`config.mk`:
```
export PLATFORM = sky130hd
export DESIGN_NAME = tile_target_sequencer_flat
export DESIGN_NICKNAME = d
export VERILOG_FILES = /design/src/rtl/tile_target_sequencer_if.sv /design/src/rtl/tile_target_sequencer.sv /design/src/flat_wrapper.sv
export SDC_FILE = /design/constraint.sdc
export NUM_CORES = 1
export LEC_CHECK = 0
export ABC_AREA = 1
export CAP_MARGIN = 20
export CORE_ASPECT_RATIO = 0.6
export CORE_MARGIN = 1
export CORE_UTILIZATION = 44
export CTS_CLUSTER_SIZE = 8
export DETAILED_ROUTE_END_ITERATION = 8
export DONT_BUFFER_PORTS = 1
export HOLD_SLACK_MARGIN = 0.03
export MAX_ROUTING_LAYER = met4
export PLACE_DENSITY = 0.64
export SYNTH_ARGS = -nofsm -noshare
export SYNTH_HDL_FRONTEND = slang
export SYNTH_SLANG_ARGS = --single-unit
```
`constraint.sdc`:
```
create_clock -name clk -period 1.9 [get_ports clk]
set_input_delay 0.38 -clock clk [delete_from_list [all_inputs] [get_ports clk]]
set_output_delay 0.38 -clock clk [all_outputs]
set_load 0.005 [all_outputs]
```
`src/rtl/tile_target_sequencer_if.sv`:
```
// Bus between the tile target sequencer and its neighbours: round control,
// random tile input, the one-hot flip pattern and the sequence read port.
interface tile_target_sequencer_if;
  logic       start;
  logic [2:0] random_num;
  logic       busy;
  logic       done;
  logic       error;
  logic [7:0] tile_mask;
  logic [2:0] show_idx;
  logic [2:0] rd_idx;
  logic [2:0] rd_tile;

  // Game controller / consumer side
  modport master (
    output start, random_num, rd_idx,
    input  busy, done, error, tile_mask, show_idx, rd_tile
  );

  // Sequencer side
  modport slave (
    input  start, random_num, rd_idx,
    output busy, done, error, tile_mask, show_idx, rd_tile
  );
endinterface

```
`src/rtl/tile_target_sequencer.sv`:
```
// Tile target sequencer for the tile-flip game.
// Collects SEQ_LEN target tiles from the random stream, plays them out as a
// timed one-hot flip pattern, then holds them on a registered read port.
// Optional macro UNIQUE_TILES_EN: reject tiles already taken this round so
// every target in a round is distinct (SEQ_LEN must then be <= 7).
module tile_target_sequencer #(
  parameter int SEQ_LEN       = 4,
  parameter int SHOW_CYCLES   = 50000000,
  parameter int GAP_CYCLES    = 12500000,
  parameter int COLLECT_LIMIT = 64
) (
  input logic                    clk,
  input logic                    reset,
  tile_target_sequencer_if.slave bus
);

  localparam logic [2:0] S_IDLE    = 3'd0;
  localparam logic [2:0] S_COLLECT = 3'd1;
  localparam logic [2:0] S_SHOW    = 3'd2;
  localparam logic [2:0] S_GAP     = 3'd3;
  localparam logic [2:0] S_DONE    = 3'd4;

  // One shared timer serves as the collect-cycle counter and the show/gap
  // timer, so it is sized for the largest of the three limits.
  localparam int MAX_SG  = (SHOW_CYCLES > GAP_CYCLES) ? SHOW_CYCLES : GAP_CYCLES;
  localparam int MAX_CNT = (MAX_SG > COLLECT_LIMIT) ? MAX_SG : COLLECT_LIMIT;
  localparam int TW      = (MAX_CNT > 1) ? $clog2(MAX_CNT) : 1;

  localparam logic [TW-1:0] SHOW_LAST    = TW'(SHOW_CYCLES - 1);
  localparam logic [TW-1:0] GAP_LAST     = TW'((GAP_CYCLES > 0) ? GAP_CYCLES - 1 : 0);
  localparam logic [TW-1:0] COLLECT_LAST = TW'(COLLECT_LIMIT - 1);
  localparam logic [3:0]    SEQ_LAST     = 4'(SEQ_LEN - 1);
  localparam logic [3:0]    SEQ_SIZE     = 4'(SEQ_LEN);

  logic [2:0]    r_state;
  logic [2:0]    r_buffer [0:7];
  logic [3:0]    r_wrPtr;
  logic [TW-1:0] r_timer;
  logic [2:0]    r_showIdx;
  logic          r_error;
  logic [2:0]    r_rdTile;
  logic          w_accept;
  logic          w_lastWrite;

`ifdef UNIQUE_TILES_EN
  logic [7:0]    r_usedMask;

  assign w_accept = ~r_usedMask[bus.random_num];

  // Track which tiles are already taken in the current round
  always_ff @(posedge clk) begin
    if (!reset) begin
      r_usedMask <= '0;
    end else if ((r_state == S_IDLE || r_state == S_DONE) && bus.start) begin
      r_usedMask <= '0;
    end else if (r_state == S_COLLECT && w_accept) begin
      r_usedMask[bus.random_num] <= 1'b1;
    end
  end
`else
  assign w_accept = 1'b1;
`endif

  assign w_lastWrite = w_accept && (r_wrPtr == SEQ_LAST);

  // Round state machine: collect targets, play them out, then hold them
  always_ff @(posedge clk) begin
    if (!reset) begin
      r_state   <= S_IDLE;
      r_wrPtr   <= '0;
      r_timer   <= '0;
      r_showIdx <= '0;
      r_error   <= 1'b0;
      for (int i = 0; i < 8; i++) begin
        r_buffer[i] <= '0;
      end
    end else begin
      case (r_state)
        S_IDLE, S_DONE: begin
          if (bus.start) begin
            r_wrPtr <= '0;
            r_timer <= '0;
            r_error <= 1'b0;
            r_state <= S_COLLECT;
          end
        end

        S_COLLECT: begin
          if (w_accept) begin
            r_buffer[r_wrPtr[2:0]] <= bus.random_num;
            r_wrPtr                <= r_wrPtr + 4'd1;
          end
          if (w_lastWrite) begin
            r_state   <= S_SHOW;
            r_showIdx <= '0;
            r_timer   <= '0;
          end else if (r_timer == COLLECT_LAST) begin
            r_error <= 1'b1;
            r_state <= S_IDLE;
            r_timer <= '0;
          end else begin
            r_timer <= r_timer + 1'b1;
          end
        end

        S_SHOW: begin
          if (r_timer == SHOW_LAST) begin
            r_timer <= '0;
            if ({1'b0, r_showIdx} == SEQ_LAST) begin
              r_state <= S_DONE;
            end else begin
              r_showIdx <= r_showIdx + 3'd1;
              r_state   <= (GAP_CYCLES == 0) ? S_SHOW : S_GAP;
            end
          end else begin
            r_timer <= r_timer + 1'b1;
          end
        end

        S_GAP: begin
          if (r_timer == GAP_LAST) begin
            r_timer <= '0;
            r_state <= S_SHOW;
          end else begin
            r_timer <= r_timer + 1'b1;
          end
        end

        default: begin
          r_state <= S_IDLE;
        end
      endcase
    end
  end

  // Registered read port; addresses past the sequence length read as zero
  always_ff @(posedge clk) begin
    if (!reset) begin
      r_rdTile <= '0;
    end else if ({1'b0, bus.rd_idx} < SEQ_SIZE) begin
      r_rdTile <= r_buffer[bus.rd_idx];
    end else begin
      r_rdTile <= '0;
    end
  end

  // Status and flip pattern decoded from the registered state
  always_comb begin
    bus.busy      = (r_state == S_COLLECT) || (r_state == S_SHOW) || (r_state == S_GAP);
    bus.done      = (r_state == S_DONE);
    bus.error     = r_error;
    bus.show_idx  = r_showIdx;
    bus.rd_tile   = r_rdTile;
    bus.tile_mask = '0;
    if (r_state == S_SHOW) begin
      bus.tile_mask = 8'd1 << r_buffer[r_showIdx];
    end
  end

endmodule
```
`src/flat_wrapper.sv`:
```
// flat-port wrapper written by rule: the top's interface ports become plain ports
module tile_target_sequencer_flat 
#(
  parameter int SEQ_LEN       = 4,
  parameter int SHOW_CYCLES   = 50000000,
  parameter int GAP_CYCLES    = 12500000,
  parameter int COLLECT_LIMIT = 64
)
  (clk, reset, bus_start, bus_random_num, bus_rd_idx, bus_busy, bus_done, bus_error, bus_tile_mask, bus_show_idx, bus_rd_tile);
  tile_target_sequencer_if bus_i ();
  input logic clk;
  input logic reset;
  input wire logic [$bits(bus_i.start)-1:0] bus_start;
  input wire logic [$bits(bus_i.random_num)-1:0] bus_random_num;
  input wire logic [$bits(bus_i.rd_idx)-1:0] bus_rd_idx;
  output wire logic [$bits(bus_i.busy)-1:0] bus_busy;
  output wire logic [$bits(bus_i.done)-1:0] bus_done;
  output wire logic [$bits(bus_i.error)-1:0] bus_error;
  output wire logic [$bits(bus_i.tile_mask)-1:0] bus_tile_mask;
  output wire logic [$bits(bus_i.show_idx)-1:0] bus_show_idx;
  output wire logic [$bits(bus_i.rd_tile)-1:0] bus_rd_tile;
  assign bus_i.start = bus_start;
  assign bus_i.random_num = bus_random_num;
  assign bus_i.rd_idx = bus_rd_idx;
  assign bus_busy = bus_i.busy;
  assign bus_done = bus_i.done;
  assign bus_error = bus_i.error;
  assign bus_tile_mask = bus_i.tile_mask;
  assign bus_show_idx = bus_i.show_idx;
  assign bus_rd_tile = bus_i.rd_tile;
  tile_target_sequencer #(.SEQ_LEN(SEQ_LEN), .SHOW_CYCLES(SHOW_CYCLES), .GAP_CYCLES(GAP_CYCLES), .COLLECT_LIMIT(COLLECT_LIMIT)) u_core (.clk(clk), .reset(reset), .bus(bus_i));
endmodule
```
-- Word-level counts from Yosys, hierarchy flattened
Memory sizes are Yosys's and may differ from the RTL's. A register that Yosys moved wholly into a read port is not among the register bits.
Cells that the tools add are included.
- bits in registers: 37
- latch bits: 0
- memory bits (writable): 24
- bits in read-only memories: 0
- bits of input ports: 9
- output and inout bits: 17
- logic and storage cells: 76
- memories: 1
- add/subtract/negate cells: 3
- multipliers: 0
- div/mod/pow operators: 0
- magnitude comparators: 1
- equal/unequal tests: 17
- shift-type cells: 1
- muxes and demuxes: 33
- bitwise logic cells: 0
- reduce and logical (&&, ||, !) cells: 15
- memories (name ; words ; width ; read ports ; clocked after memory_dff ; wr ports ; RTL line ; text):
    u_core.r_buffer ; 8 ; 3 ; 2 ; 2 ; 8 ; tile_target_sequencer.sv:36 ; logic [2:0] r_buffer [0:7];
- operators by type and width (kind ; number):
    26-bit 2-to-1 mux ; 5
    26-bit case mux with 4 select lines ; 1
    3-bit 2-to-1 mux ; 13
    26-bit by 1-bit adder with 26-bit output (second input constant) ; 1
    26-bit by 24-bit == test with 1-bit output (second input constant) ; 1
    26-bit == test (second input constant) ; 1
    26-bit by 6-bit == test with 1-bit output (second input constant) ; 1
    3-bit case mux with 4 select lines ; 1
    4-bit AND reduction ; 3
    3-bit by 2-bit == test with 1-bit output (second input constant) ; 3
    1-bit 2-to-1 mux ; 8
    8-bit 2-to-1 mux ; 1
    2-bit by 1-bit inequality test with 1-bit output (second input constant) ; 4
    4-bit case mux with 2 select lines ; 1
    1-bit by 3-bit left shift with 8-bit output (first input constant) ; 1
    2-bit inequality test (second input constant) ; 3
    3-bit case mux with 2 select lines ; 1
    2-bit AND reduction ; 3
    4-bit by 1-bit adder with 4-bit output (second input constant) ; 1
    4-bit by 2-bit == test with 1-bit output (second input constant) ; 1
    4-bit 2-to-1 mux ; 1
    2-bit nonzero test ; 2
    4-bit nonzero test ; 1
    3-bit by 1-bit adder with 3-bit output (second input constant) ; 1
    other kinds (10) ; 11

-- Depth between registers and ports, before layout
- depth in word-level cells: 6
- mapped depth: 13

-- Worst setup path before layout
OpenSTA, ideal clock, no wires.
- path kind: reg2reg
- from: reg u_core.r_wrPtr[1]
- to: reg u_core.r_timer[15]
- setup time: 0.124 ns
- arrival: 1.534 ns
- data required time: 1.776 ns
- slack: 0.242 ns
- stages on the path, launching flop included: 12
- period minus slack after synthesis: 1.658 ns
- cells stage by stage: dfxtp_1 > ha_1 > inv_1 > nor3_1 > nor2_2 > nand2_2 > nand2_2 > inv_2 > nand3_4 > nand2_4 > buf_12 > nor2_4
- longest elaborated chain between the ends: 3
- ends and longest elaborated chain (item ; RTL line ; text):
    start, declared ; tile_target_sequencer.sv:37 ; logic [3:0] r_wrPtr;
    start signal, assigned ; tile_target_sequencer.sv:91 ; r_wrPtr <= r_wrPtr + 4'd1;
    4-bit by 2-bit == test with 1-bit output ; tile_target_sequencer.sv:64 ; assign w_lastWrite = w_accept && (r_wrPtr == SEQ_LAST);
    26-bit 2-to-1 mux ; tile_target_sequencer.sv:93 ; if (w_lastWrite) begin
    26-bit case mux with 4 select lines ; tile_target_sequencer.sv:78 ; case (r_state)
    end signal, assigned ; tile_target_sequencer.sv:102 ; r_timer <= r_timer + 1'b1;
    end signal, assigned ; tile_target_sequencer.sv:116 ; r_timer <= r_timer + 1'b1;
    end signal, assigned ; tile_target_sequencer.sv:125 ; r_timer <= r_timer + 1'b1;
    end, declared ; tile_target_sequencer.sv:38 ; logic [TW-1:0] r_timer;
Every way passes these cells.
A chain may end at the register's enable or synchronous reset.

==> qor.yml <==
grt_pass1_wl_mm: 16.4
worst_clock_skew_ps: 8.60
crit_chain: "buf_4 -> o21ai_1 -> o21ai_1 -> nand2_1 -> o21ai_2 -> inv_1 -> nand2_1 -> nor2_2"
place_area_um2: 4090
die_h_um: 74.3
synthCells: 540
synth-seq-cells: 67
relSlewSlack_pct: 59.3
holdWs_ps: 166
grt_pass1_vias: 3196
ctsLongestPathBuffers: 2
crit_type: "reg -> out"
grt_max_degree: 24
yosys.cell_count.top_type: "nor2_1"
drv_slew: 0
core_um2: 8160
rr_startpoint: "u_core.r_state[1]"
drc: 0
pin_count: 26
regToRegSetupSlack_ps: 60
layout-drive-gt1-share_pct: 22.5
failed_checks: "setup timing"
hold_class: "in -> reg"
synth_edf_count: 24
syn_to_final_growth_pct: 20.5
die_area_um2: 9110
startpoint_type: "flip-flop"
max_stage_delay_ps: 370
antenna_left: 0
die_w_um: 123
status: "finished with violations"
hold_violations: 0
synth_area_um2: 3840
reg2reg_to: "u_core.r_timer[9]"
fmax_mhz: 516
vias: 3701
grtUsageTotal_pct: 25.3
slowest_stage: "dfxtp_4"
post-route-period-util_pct: 102
rows: 25
totalWireLength_mm: 10.8
path_clk_slew_ps: 60
tightest_slew_ps: 611
min_from: "reset"
cp.required_ps: 1520
dp_hpwl_mm: 8.05
firstDrtPassIters: 5
antenna_found_initial: 0
ys_top_cells_by_count: "nor2_1 (117), nand2_1 (106), inv_1 (67)"
vias_per_cell: 5.36
reg2regPathDepth: 7
clk_latency_ps: 340
synth_top_area_share_pct: 22.4
critPathArrivalTime_ps: 1560
syn-num-nets: 554
min_to: "u_core.r_state[2]"
initial_utilization_pct: 47.0
ys_warn_count: 0
rsz0062_at_grt: "yes"
synthArstFlopShare_pct: 0
ys_top_cells_by_area: "dfxtp_1 (22%), edfxtp_1 (19%), nor2_1 (11%)"
synth.distinct_cells: 37
hold_path_depth: 2
layout_min_cycle_time_ps: 1940
drtIter0Drc: 489
wire_per_inst_um: 15.6
cts_buffers: 9
cp-end-kind: "output port"
yosysTopAreaCell: "dfxtp_1"
avgSynthCellArea_um2: 7.11
layout_setup_ws_ps: -39.4
cts_num_sinks: 67
gp_congestion: 0.967
power_leakage_uw: 0.00186
max_cap_viol_count: 0
grt-ovfl-total: 0
ir_drop_uv: 465
setup_violations: 5
nFillCells: 707
root_buffer: "clkbuf_16"
synth_flop_cell: "dfxtp_1"
io_buffers: 0
crit_fanout: 6
htreeDepth: 3
yosysSeqAreaShare_pct: 41.2
layout.nets: 592
power_density_nw_per_um2: 756
n_antenna_cell: 0
cts_tree: "built"
design_area_um2: 4620
-- routing by layer --
layer  routed length, um  up-vias  global-route usage, %  part of all wire (%)
li1                    -     1812                      -                     -
met1                5550     1684                   39.2                    52
met2                3970      196                   29.5                    37
met3                1190        9                   7.98                    11
met4                  60        0                   7.05                  0.56
met5                   0        -                      -                     0
-- critical path, delay by kind of cell, from the launching register on --
family / cells / cell delay, ps
simple gates: 3 / 300
buf+inv: 2 / 240
flops: 1 / 370
compound gates: 3 / 320
-- cell usage in the layout (no fill, tap or decap), types with 10 or more instances in the layout --
master	count
nor2_4	11
inv_1	63
o21ai_0	27
nand3_1	20
buf_4	30
edfxtp_1	24
a21oi_1	16
dfxtp_1	37
nand2_2	12
nand4_1	10
nand2_1	102
nor2_1	108
nor2_2	19
-- registers in the layout, summed over array words and instances, names as in the netlist, named ones only --
signal / flops
u_core.bus.error: 1
u_core.bus.rd_tile: 3
u_core.bus.show_idx: 3
u_core.r_buffer: 24
u_core.r_state: 3
u_core.r_timer: 26
u_core.r_wrPtr: 4
-- how the worst max path moves through the flow --
stage / slack (ps) / end / startpoint
3_5_place_dp: -150 / u_core.r_timer[20] / u_core.r_timer[0]
5_1_grt: -130 / bus_tile_mask[6] / flip-flop
3_3_place_gp: -160 / u_core.r_timer[20] / u_core.r_timer[0]
2_1_floorplan: 240 / u_core.r_timer[15] / u_core.r_wrPtr[1]
4_1_cts: -10 / bus_tile_mask[2] / flip-flop
6_report: -40 / bus_tile_mask[6] / flip-flop
-- layout make-up --
type	count	area (um^2)	share of cell area (%)
clock buffers	9	225	4.87
clock inverters	7	51.3	1.11
inverters	74	280	6.06
multi-input cells	393	2080	45.0
flip-flops and latches	67	1590	34.4
well taps	108	135	2.92
repair buffers	33	259	5.60
-- kinds of logic (layout without fill, tap and decap cells) --
kind of cell	Yosys count	in the layout	synth area share, %
fa+ha+maj	5	5	1.63
buf+inv	81	123	8.57
compound gates	70	70	9.85
simple gates	307	308	36.5
xor+xnor	10	10	2.28
flops	67	67	41.2
-- through the flow --
stage	setup TNS [ps]	util, %	worst slack, ps	cells	total power (uW)
CTS	-28.5	55.0	-11.7	684	3460
global placement	-747	50.1	-155	664	1910
detailed placement	-665	50.1	-146	664	1910
floorplan	0	-	242	540	1810
global route	-914	56.6	-127	691	3610
finish	-87.1	56.6	-39.4	691	3500
-- timing repair --
| item | CTS | global route |
|---|---|---|
| hold buffers | 0 | 0 |
| endpoints found under the setup margin | 14 | 45 |
| gates resized for setup | 39 | 24 |
| pin swaps | 13 | 7 |
| gates cloned | 1 | 1 |
| buffers inserted | 3 | 6 |
| endpoints found under the hold margin | 0 | 0 |
-- power by group --
part | total [uW] | switching (uW) | internal (uW)
registers | 1560 | 37.6 | 1530
clock network | 1550 | 661 | 891
logic | 379 | 256 | 123
total | 3500 | 954 | 2540
Note: power is estimated with default switching activity, not from simulation.
